===== src/rtl/clock_divider.sv =====
`timescale 1ns/1ps
// -----------------------------------------------------------------------------
// clock_divider
//
// Integer clock divider. It produces a free-running square wave clk_N with a
// period of N input clocks and 50% duty cycle, for both even and odd N.
//
// Parameters:
//   N      division ratio (output period in clk cycles), integer >= 1.
//          N = 0 is rejected at elaboration.
//
// Ports:
//   clk    input clock. All state advances on its rising edge, except one
//          falling-edge register that exists only for odd N >= 3.
//   rst_n  asynchronous active-low reset. clk_N is held at 0 while it is low.
//   clk_N  divided clock. It is registered for N > 1 and is clk gated with
//          rst_n for N = 1. Treat it as a generated clock downstream.
//   tick   (only when CLK_DIV_TICK_EN is defined) one-clk-wide enable pulse,
//          registered on posedge clk, high in the cycle where the counter
//          has just wrapped to 0. It lets synchronous logic use a clock
//          enable instead of clk_N. For N = 1 it is constantly 1 after reset.
//
// Optional feature macro: CLK_DIV_TICK_EN (adds the tick port and its logic).
// -----------------------------------------------------------------------------
module clock_divider #(
  parameter int N = 10000
) (
  input  logic clk,
  input  logic rst_n,
  output logic clk_N
`ifdef CLK_DIV_TICK_EN
  ,
  output logic tick
`endif
);

  // Counter width: enough bits to hold N-1, never less than one bit.
  localparam int CNT_W = (N > 1) ? $clog2(N) : 1;

  if (N < 1) begin : g_bad_n
    $error("clock_divider: N must be at least 1");
  end

  if (N == 1) begin : g_pass
    // Divide-by-one: the only case with a combinational path from clk.
    // Gating with rst_n keeps the output low during reset.
    assign clk_N = clk & rst_n;

`ifdef CLK_DIV_TICK_EN
    logic tick_r;

    // Enable is permanently asserted once out of reset.
    always_ff @(posedge clk or negedge rst_n) begin
      if (!rst_n) begin
        tick_r <= 1'b0;
      end else begin
        tick_r <= 1'b1;
      end
    end

    assign tick = tick_r;
`endif
  end else begin : g_div
    // Last count before wrapping, and the count at which the output goes high.
    // (N+1)/2 equals N/2 for even N, so one expression covers both parities.
    localparam logic [CNT_W-1:0] LAST_C = CNT_W'(N - 1);
    localparam logic [CNT_W-1:0] HALF_C = CNT_W'((N + 1) / 2);

    logic [CNT_W-1:0] cnt_r;
    logic [CNT_W-1:0] next_cnt_s;
    logic             p_r;

    // Next counter value: wrap to zero after N-1 with no idle cycle.
    always_comb begin
      next_cnt_s = {CNT_W{1'b0}};
      if (cnt_r == LAST_C) begin
        next_cnt_s = {CNT_W{1'b0}};
      end else begin
        next_cnt_s = cnt_r + CNT_W'(1);
      end
    end

    // Period counter and the rising-edge half of the output waveform.
    // p_r is high while the count sits in the upper half of the period.
    always_ff @(posedge clk or negedge rst_n) begin
      if (!rst_n) begin
        cnt_r <= {CNT_W{1'b0}};
        p_r   <= 1'b0;
      end else begin
        cnt_r <= next_cnt_s;
        p_r   <= (next_cnt_s >= HALF_C);
      end
    end

    if ((N % 2) == 1) begin : g_odd
      // For odd N the high phase must be N/2 clk periods (a half-cycle
      // fraction). q_r is p_r delayed by half a clk period; ORing the two
      // stretches the high phase by half a cycle. q_r only rises while p_r
      // is already high and p_r only falls while q_r is still high, so the
      // OR never sees two simultaneous transitions and cannot glitch.
      logic q_r;

      // Half-cycle delayed copy of p_r, captured on the falling clk edge.
      always_ff @(negedge clk or negedge rst_n) begin
        if (!rst_n) begin
          q_r <= 1'b0;
        end else begin
          q_r <= p_r;
        end
      end

      assign clk_N = p_r | q_r;
    end else begin : g_even
      assign clk_N = p_r;
    end

`ifdef CLK_DIV_TICK_EN
    logic tick_r;

    // One-cycle enable in the cycle where the counter has just wrapped to 0.
    always_ff @(posedge clk or negedge rst_n) begin
      if (!rst_n) begin
        tick_r <= 1'b0;
      end else begin
        tick_r <= (next_cnt_s == {CNT_W{1'b0}});
      end
    end

    assign tick = tick_r;
`endif
  end

endmodule


===== config.mk =====
export PLATFORM = sky130hd
export DESIGN_NAME = clock_divider
export DESIGN_NICKNAME = d
export VERILOG_FILES = /design/src/rtl/clock_divider.sv
export SDC_FILE = /design/constraint.sdc
export NUM_CORES = 1
export LEC_CHECK = 0
export ABC_CLOCK_PERIOD_IN_PS = 5830
export CAP_MARGIN = 5
export CORE_AREA = 2 2 43 45
export DETAILED_ROUTE_END_ITERATION = 8
export DIE_AREA = 0 0 45 47
export MAX_ROUTING_LAYER = met4
export PLACE_DENSITY = 0.78
export SETUP_SLACK_MARGIN = 0.15
export SLEW_MARGIN = 20
export SYNTH_ARGS = -nofsm -noshare
export SYNTH_HDL_FRONTEND = slang
export SYNTH_SLANG_ARGS = --single-unit
export TNS_END_PERCENT = 30

===== constraint.sdc =====
create_clock -name clk -period 5.83 [get_ports clk]
set_clock_uncertainty 0.05 [all_clocks]
set_input_delay 0.583 -clock clk [delete_from_list [all_inputs] [get_ports clk]]
set_output_delay 0.583 -clock clk [all_outputs]
set_load 0.02 [all_outputs]

==> results.toml <==
[min_path]
holdPathEnd = "g_div.cnt_r[0]"
whs_path_depth = 1
min_from = "g_div.cnt_r[0]"
min_path_type = "flop to flop"

[finish]
areaGrowthSynthToFinish_pct = 4.38
final_nets = 102
antenna_cells = 0
drive_gt1_share_pct = 10.2
fin_area_um2 = 955

[power_and_ir_drop]
ir_drop_mv = 0.167
power_density_nw_per_um2 = 176
p_leak_nw = 0.388

[place]
gp_congestion = 0.903
placed_cell_area_um2 = 928
port_buffers = 2
dp_hpwl_um = 1410

[sta]
relSlewSlack_pct = 54.5
tns_ns = 0
worst_pin_slew_ns = 0.680
fmax_ghz = 0.445
rsz0062_at_grt = "false"
fin_crit_ns = 2.25
hold_violations = 0
post-route-period-util_pct = 38.6
setup_viol = 0
drv_slew = 0

[synth]
yosysMostFrequentCell = "dfrtp_1"
yosys_warnings = 0
synth_common_cells = "15 x dfrtp_1, 8 x nand2_1, 7 x nand3_1, 6 x nor4_1"
ys_seq_area_share_pct = 41.0
synth_edf_count = 0
synthFlopType = "dfrtp_1"
yosys.area.top_type = "dfrtp_1"
synth_top_family_by_area = "simple AND/OR/NAND/NOR gates"
synth_fa_ha_area_share_pct = 1.37
synth_compound_area_share_pct = 14.9
ys_ff_latch = 15
synth_nets = 99
synth_cell_types = 40
synth-simple-area-share_pct = 32.8
synth_cells = 96
synth_area_um2 = 915
async_reset_ff_share_pct = 100
yosys.area_share.xor_xnor_pct = 4.79
synth_top_area_share_pct = 41.0
avgSynthCellArea_um2 = 9.53
netlist_top_cells_area = "dfrtp_1 41%, nor4_1 4.1%, nand3_1 3.8%"
synth.area.mux_share_pct = 0

[setup_path]
critPathBufInv = 0
critical_path.top_delay_family = "simple AND/OR/NAND/NOR gates"
startpoint = "g_div.cnt_r[0]"
cp_max_fo = 13
cpMostUsedCell = "nor4_1"
arrival_ns = 2.38
crit_required_ns = 5.96
r2r_slack_ns = 3.58
r2r_start = "g_div.cnt_r[0]"
crit_path_end_kind = "flop"
cp_slowest_cell = "nor4_1"
criticalPathCategory = "flop to flop"
worstSetupStartpointType = "flop"
max_stage_delay_ns = 0.55
crit_path_cell_trace = "ha_1 > nand3_1 > nor4_1 > nor4_1 > o32ai_1 > o211ai_1"
ff2ff_path_depth = 6
r2r-end = "clk_N"

[global_route]
antenna_found_initial = 0
grt_pass1_vias = 702
grt_max_degree = 16
grt_pass1_wl_um = 3220
grt.overflow.total = 0
track_usage_pct = 23.3

[clocking]
clk_path_buf_depth = 2
post-cts-setup-buffers = 0
clkLatencyLatePin_ns = 0.30
cts.sinks = 15
hold_buffers = 0
clkTransAtPathRegs_ns = 0.09
root_buffer = "clkbuf_4"
tritoncts = "yes"
cts_buffers = 3
cts_max_level = 1
cts_resized = 0

[routing]
postRouteAntennaNets = 0
wl_met1_um = 852
avgViaCountPerCell = 6.70
wl_met2_um = 969
dr_wl_met3_um = 66
drt_pass1_iterations = 4
wl_per_cell_um = 16.9
drtIter0Drc = 29
num_vias = 770
drt_wl_total_um = 1940
topRoutingLayerUsed = "met4"
drc = 0

[floorplanning]
io-pin-count = 3
dieArea_um2 = 2120
rows = 15
die_w_um = 45
initial_core_util_pct = 55.4
die_h_um = 47
coreArea_um2 = 1650

[outcome]
status = "finished clean"

[job]
maxCapViolCount = 0
==> per-stage QoR <==
stage	std cells	total power, mW	util [%]	setup WS, ns	hold slack (ns)
2_1_floorplan	96	0.106	-	3.94	0.237
3_3_place_gp	111	0.109	56.2	3.68	0.454
3_5_place_dp	111	0.109	56.2	3.56	0.496
4_1_cts	115	0.171	57.8	3.56	0.506
5_1_grt	115	0.175	57.8	3.31	0.539
6_report	115	0.168	57.8	3.58	0.498
==> cell families after synthesis <==
kind of cell	after synthesis
flip-flops	15
buffers and inverters	9
adder cells (fa/ha/maj)	1
AND/OR/NAND/NOR	48
XOR/XNOR	5
AO/OA/AOI/OAI	18
==> registers in the layout (all words and copies together), names as in the netlist <==
register	flops
g_div.cnt_r	14
clk_N	1
==> where the power goes <==
| group | internal [mW] | total [mW] | switching (mW) |
|---|---|---|---|
| Clock | 0.0267 | 0.0613 | 0.0346 |
| Combinational | 0.000587 | 0.00256 | 0.00197 |
| Sequential | 0.104 | 0.104 | 0 |
| Total | 0.131 | 0.168 | 0.0366 |
==> final cells by class <==
type                    count  area, µm²
inverters                   5       18.8
repair buffers              2       20.0
fillers                   152        697
multi-input cells          72        493
flip-flops and latches     15        375
clock buffers               4       26.3
well taps                  17       21.3
==> worst max path at each step <==
stage | slack, ns | to | cells past startpoint
global route | 3.31 | clk_N | 6
CTS | 3.56 | clk_N | 6
detailed placement | 3.56 | clk_N | 6
finish | 3.58 | clk_N | 6
floorplan | 3.94 | clk_N | 6
global placement | 3.68 | clk_N | 6
==> placed cells by master, fill, tap and decap left out, drive strengths merged <==
cell type       n
clkdlybuf4s50   2
o221a           1
o31ai           2
a311o           1
nor4            7
nand4           4
o211ai          3
a21oi           3
o21a            1
a21o            1
nand2           8
or2             2
o311ai          1
xnor2           3
clkbuf          4
nor2            4
or4b            2
or4             1
nor4b           1
nor3            5
or3             1
o22ai           1
a31oi           1
o21ai           1
o32ai           1
xor2            2
o31a            1
nor2b           1
dfrtp          15
and4            2
inv             5
ha              1
and3            3
nand3           7
==> metal layers <==
layer	vias up	track usage, %
met2	15	36.0
met3	7	4.62
met5	-	-
li1	372	-
met4	0	12.4
met1	376	28.8
Power figures use the tool's default switching activity.
